===== src/rtl/cpu_memarb_pkg.sv =====
// Shared types for the CPU memory arbiter: FSM states and arbitration mode codes.
package cpu_memarb_pkg;

    typedef enum logic {
        IDLE   = 1'b0,
        ACCESS = 1'b1
    } state_t;

    localparam int ARB_FIXED = 0;
    localparam int ARB_RR    = 1;

endpackage


===== src/rtl/cpu_memarb_pick.sv =====
// Combinational winner selection: lowest set index (fixed) or first set index after
// 'last' with wrap-around (round robin).
module cpu_memarb_pick
    import cpu_memarb_pkg::*;
#(
    parameter  int NCH  = 2,
    parameter  int MODE = ARB_FIXED,
    localparam int GW   = (NCH > 1) ? $clog2(NCH) : 1
) (
    input  logic [NCH-1:0] eligible,
    input  logic [GW-1:0]  last,
    output logic           valid,
    output logic [GW-1:0]  index
);

    logic [GW:0]     start;
    logic [NCH-1:0]  rot;
    logic [GW-1:0]   rr_idx;
    logic [GW-1:0]   fx_idx;

    function automatic logic [GW-1:0] wrap_idx(input int s);
        return GW'((s >= NCH) ? s - NCH : s);
    endfunction

    // Rotating a doubled copy puts channel last+1 at bit 0, so the search is a plain priority scan.
    always_comb begin
        start = {1'b0, last} + 1'b1;
        if (start >= (GW+1)'(NCH)) begin
            start = '0;
        end
        rot    = NCH'({eligible, eligible} >> start);
        rr_idx = '0;
        fx_idx = '0;
        for (int j = NCH - 1; j >= 0; j--) begin
            if (rot[j]) begin
                rr_idx = wrap_idx(int'(start) + j);
            end
            if (eligible[j]) begin
                fx_idx = GW'(j);
            end
        end
        valid = |eligible;
        index = (MODE == ARB_RR) ? rr_idx : fx_idx;
    end

endmodule


===== src/rtl/cpu_memarb.sv =====
// Registered N-channel arbiter onto one external memory bus with wait-state
// handshake and optional timeout abort.
module cpu_memarb
    import cpu_memarb_pkg::*;
#(
    parameter  int NCH      = 2,
    parameter  int AW       = 24,
    parameter  int DW       = 16,
    parameter  int MODE     = ARB_FIXED,
    parameter  int MAX_WAIT = 0,
    localparam int GW       = (NCH > 1) ? $clog2(NCH) : 1,
    localparam int BW       = DW / 8
) (
    input  logic              clk,
    input  logic              rst,
    input  logic [NCH-1:0]    req_i,
    input  logic [NCH-1:0]    we_i,
    input  logic [NCH*AW-1:0] addr_i,
    input  logic [NCH*DW-1:0] wdata_i,
    input  logic [NCH*BW-1:0] be_i,
    output logic [NCH-1:0]    ack_o,
    output logic              err_o,
    output logic [DW-1:0]     rdata_o,
    output logic [GW-1:0]     grant_o,
    output logic              busy_o,
    output logic [AW-1:0]     addr_o,
    output logic              re_o,
    output logic              we_o,
    output logic [BW-1:0]     be_o,
    output logic [DW-1:0]     data_o,
    output logic              data_oe_o,
    input  logic [DW-1:0]     data_i,
    input  logic              needWait_i
);

    localparam int CW = (MAX_WAIT > 0) ? $clog2(MAX_WAIT + 1) : 1;

    state_t          state;
    state_t          state_nx;
    logic [GW-1:0]   last;
    logic [CW-1:0]   wait_cnt;
    logic [NCH-1:0]  eligible;
    logic            pick_vld;
    logic [GW-1:0]   pick_idx;
    logic            timeout;
    logic            do_grant;
    logic            do_done;
    logic            do_abort;

    // The ack mask keeps a requester that is still dropping req_i from winning again.
    assign eligible  = req_i & ~ack_o;
    assign timeout   = (MAX_WAIT != 0) && needWait_i && (int'(wait_cnt) == MAX_WAIT - 1);
    assign data_oe_o = we_o;

    cpu_memarb_pick #(
        .NCH  (NCH),
        .MODE (MODE)
    ) u_pick (
        .eligible (eligible),
        .last     (last),
        .valid    (pick_vld),
        .index    (pick_idx)
    );

    always_ff @(posedge clk or posedge rst) begin
        if (rst) begin
            state <= IDLE;
        end else begin
            state <= state_nx;
        end
    end

    always_comb begin
        state_nx = state;
        case (state)
            IDLE:    if (pick_vld) state_nx = ACCESS;
            ACCESS:  if (!needWait_i || timeout) state_nx = IDLE;
            default: state_nx = IDLE;
        endcase
    end

    always_comb begin
        do_grant = 1'b0;
        do_done  = 1'b0;
        do_abort = 1'b0;
        case (state)
            IDLE:   do_grant = pick_vld;
            ACCESS: begin
                do_done  = !needWait_i;
                do_abort = timeout;
            end
            default: ;
        endcase
    end

    // Command is latched at grant so requester-side changes during ACCESS are ignored.
    always_ff @(posedge clk or posedge rst) begin
        if (rst) begin
            ack_o    <= '0;
            err_o    <= 1'b0;
            rdata_o  <= '0;
            grant_o  <= '0;
            busy_o   <= 1'b0;
            addr_o   <= '0;
            re_o     <= 1'b0;
            we_o     <= 1'b0;
            be_o     <= '0;
            data_o   <= '0;
            last     <= GW'(NCH - 1);
            wait_cnt <= '0;
        end else begin
            ack_o <= '0;
            err_o <= 1'b0;
            if (do_grant) begin
                grant_o  <= pick_idx;
                last     <= pick_idx;
                busy_o   <= 1'b1;
                re_o     <= ~we_i[pick_idx];
                we_o     <= we_i[pick_idx];
                addr_o   <= addr_i[pick_idx*AW +: AW];
                data_o   <= wdata_i[pick_idx*DW +: DW];
                be_o     <= be_i[pick_idx*BW +: BW];
                wait_cnt <= '0;
            end else if (do_done || do_abort) begin
                ack_o[grant_o] <= 1'b1;
                err_o          <= do_abort;
                if (do_done && re_o) begin
                    rdata_o <= data_i;
                end
                re_o   <= 1'b0;
                we_o   <= 1'b0;
                be_o   <= '0;
                busy_o <= 1'b0;
            end else if (state == ACCESS) begin
                wait_cnt <= wait_cnt + CW'(1);
            end
        end
    end

endmodule

===== config.mk =====
export PLATFORM = sky130hd
export DESIGN_NAME = cpu_memarb
export DESIGN_NICKNAME = d
export VERILOG_FILES = /design/src/rtl/cpu_memarb_pkg.sv /design/src/rtl/cpu_memarb_pick.sv /design/src/rtl/cpu_memarb.sv
export SDC_FILE = /design/constraint.sdc
export NUM_CORES = 1
export LEC_CHECK = 0
export BUFFER_PORTS_ARGS = -buffer_cell sky130_fd_sc_hd__buf_2
export CORE_MARGIN = 8
export CORE_UTILIZATION = 39
export CTS_BUF_LIST = sky130_fd_sc_hd__clkbuf_4 sky130_fd_sc_hd__clkbuf_8 sky130_fd_sc_hd__clkbuf_16
export DETAILED_ROUTE_END_ITERATION = 12
export GPL_TIMING_DRIVEN = 0
export MAX_ROUTING_LAYER = met4
export PLACE_DENSITY = 0.72
export SYNTH_ARGS = -nofsm -noshare
export SYNTH_HDL_FRONTEND = slang
export SYNTH_SLANG_ARGS = --single-unit

===== constraint.sdc =====
create_clock -name clk -period 1.9 [get_ports clk]
set_input_delay 0.285 -clock clk [delete_from_list [all_inputs] [get_ports clk]]
set_output_delay 0.285 -clock clk [all_outputs]
set_load 0.005 [all_outputs]

==> metrics.yaml <==
global_routing:
  grt_pass1_wl_mm: 13.4
  grt_pass1_vias: 2694
  grt_overflow: 0
  antenna_found_initial: 0
  grt_start_max_net_pins: 37
  grtUsageTotal_pct: 16.9
floorplan:
  core_um2: 7180
  initial_core_util_pct: 39.7
  ios: 173
  std_cell_rows: 31
  die_y_um: 101
  die-area_um2: 10300
  die-width_um: 101
worst_setup_path:
  crit_path_end_kind: "register"
  reg2reg_slack_ns: 0.23
  critPathMaxFanout: 10
  path_class: "reg -> reg"
  cp-start-kind: "register"
  r2r_cells: 4
  required_ns: 2.15
  critPathArrivalTime_ns: 1.92
  rr_endpoint: "addr_o[3]"
  max_stage_delay_ns: 0.43
  crit_chain: "nand2b_1, a21oi_1, buf_2, o221a_1"
  critPathSlowestCell: "dfrtp_1"
  r2r_start: "ack_o[0]"
final_layout:
  finish.instance_area_um2: 4120
  final_util_pct: 57.4
  nNetsFinal: 505
  diodes: 0
  final_common_cell: "buf_2"
  drive_gt1_share_pct: 54.6
  fillers: 638
  multi_input_area_um2: 1100
  seq_area_um2: 1630
  area_growth_syn_to_layout_pct: 44.4
  layout_common_cells: "buf_2 (178), dfrtp_1 (65), nand2b_1 (44)"
clock_network:
  insertion_delay_ns: 0.33
  cts_tree: "built"
  hold_buffers: 0
  post_cts_buffers: 0
  clkTransAtPathRegs_ns: 0.07
  numCtsBuffers: 9
  htree_num_levels: 3
  ctsResizeCount: 0
  root_buffer: "clkbuf_8"
  numClockSinks: 65
  cts_buffer_depth: 2
power_and_ir_drop:
  ir_drop_uv: 494
  switching_power_mw: 1.59
  powerDensity_nw_per_um2: 1350
  combPwrFrac_pct: 32.4
  power_mw: 5.57
  p_seq_share_pct: 40.7
  swShare_pct: 28.5
  p_leak_nw: 1.92
  clock_power_share_pct: 26.9
  internal_power_mw: 3.98
sta:
  final.setup.tns_ns: 0
  rsz0062_at_grt: "false"
  fmax_ghz: 0.600
  hold_viol_final: 0
  setup-violations-final: 0
  max_slew_margin_pct: 47.3
  final_max_slew_viol_count: 0
  worst_pin_slew_ns: 0.790
  clock_skew_ns: 0.00861
  finalCritPeriodShare_pct: 87.8
  fin_crit_ns: 1.67
logic_synthesis:
  synth-main-ff-cell: "dfrtp_1"
  syn_area_um2: 2850
  synth_fp_nets: 322
  yosys_register_bits: 65
  yosysWarnings: 0
  ys_seq_area_share_pct: 57.1
  synthArstFlopShare_pct: 100
  avgSynthCellArea_um2: 13.3
  synth_cell_types: 28
  synth-edff-count: 0
  synth_cells: 215
run_status:
  status: "complete, no violations"
job:
  drv_cap: 0
placed_design:
  place_area_um2: 3850
  hpwl_mm: 6.83
  io_buffers: 171
  place.gp.congestion: 0.852
detailed_routing:
  drc: 0
  viasPerCell: 4.94
  drt_wl_total_mm: 8.60
  num_vias: 2479
  post_drt_wl_per_cell_um: 17.1
  first_pass_iters: 4
  ant_nets: 0
  drt_iter0_markers: 94
min_path:
  worstHoldPathType: "in -> async"
final cells by class:
cell class | count | share of cell area (%)
multi-input cells | 129 | 26.7
flip-flops and latches | 65 | 39.5
clock inverters | 4 | 2.37
well taps | 99 | 3.01
repair buffers | 172 | 21.3
clock buffers | 12 | 4.01
plain buffers | 18 | 2.77
inverters | 3 | 0.365
metrics by stage:
step	worst slack (ns)	hold WS [ns]	cells
2_1_floorplan	0.432	0.423	215
3_3_place_gp	0.190	0.436	485
3_5_place_dp	0.194	0.443	486
4_1_cts	0.185	0.113	502
5_1_grt	0.0565	0.146	502
6_report	0.232	0.0949	502
cell families (layout without fill, tap and decap cells):
family          Yosys count  count (layout)  share of synthesized area (%)
flops                    65              65                           57.1
simple gates             60              60                           13.0
other cells               1               1                          0.132
compound gates           50              50                           18.3
buf+inv                  21             209                           4.39
mux                      18              18                           7.02
worst max-delay path by stage:
stage                        start    endpoint  cells past startpoint
after CTS                    state  addr_o[22]                      5
after floorplan           ack_o[1]  addr_o[10]                      5
after global placement       state  addr_o[22]                      5
after global routing      ack_o[1]  addr_o[19]                      4
final                     ack_o[0]   addr_o[3]                      4
after detailed placement     state   data_o[8]                      5
cell usage after synthesis, types with 2 or more instances:
master,n,area [µm²]
a21oi_1,2,10.0
buf_2,7,35.0
inv_1,3,11.3
or3_1,2,12.5
nand2_1,3,11.3
mux2_2,16,180
mux2i_1,2,20.0
o221a_1,39,439
nand3_1,2,10.0
buf_4,2,15.0
buf_6,4,45.0
dfrtp_1,65,1630
o211ai_1,2,15.0
nor2b_1,2,12.5
nand2b_1,44,275
clkbuf_1,5,18.8
nor2_1,2,7.51
nand3b_1,3,22.5
power by group through the flow:
stage	clock network (mW)	logic [mW]	registers, mW
after global placement	0	1.80	2.25
after floorplan	0	0.844	2.33
after global routing	1.59	1.98	2.35
after detailed placement	0	1.86	2.29
final	1.50	1.80	2.27
after CTS	1.53	1.85	2.27
critical path, delay by kind of cell, from the launching register on:
kind / cells / cell delay, ns
AO/OA/AOI/OAI: 2 / 0.65
flip-flops: 1 / 0.43
buffers and inverters: 1 / 0.33
AND/OR/NAND/NOR: 1 / 0.19
sequential cells by signal (all words and copies together) (netlist names):
name / cells
be_o: 2
ack_o: 2
state: 1
addr_o: 24
re_o: 1
grant_o: 1
rdata_o: 16
busy_o: 1
data_o: 16
data_oe_o: 1
routing by layer:
| metal | track usage, % | share of wire [%] | vias to the layer above |
|---|---|---|---|
| met4 | 6.30 | 0.77 | 0 |
| met5 | - | 0 | - |
| met2 | 26.3 | 48 | 117 |
| li1 | - | - | 1160 |
| met1 | 20.9 | 45 | 1193 |
| met3 | 3.92 | 6.1 | 9 |
Note: power is estimated with default switching activity, not from simulation.
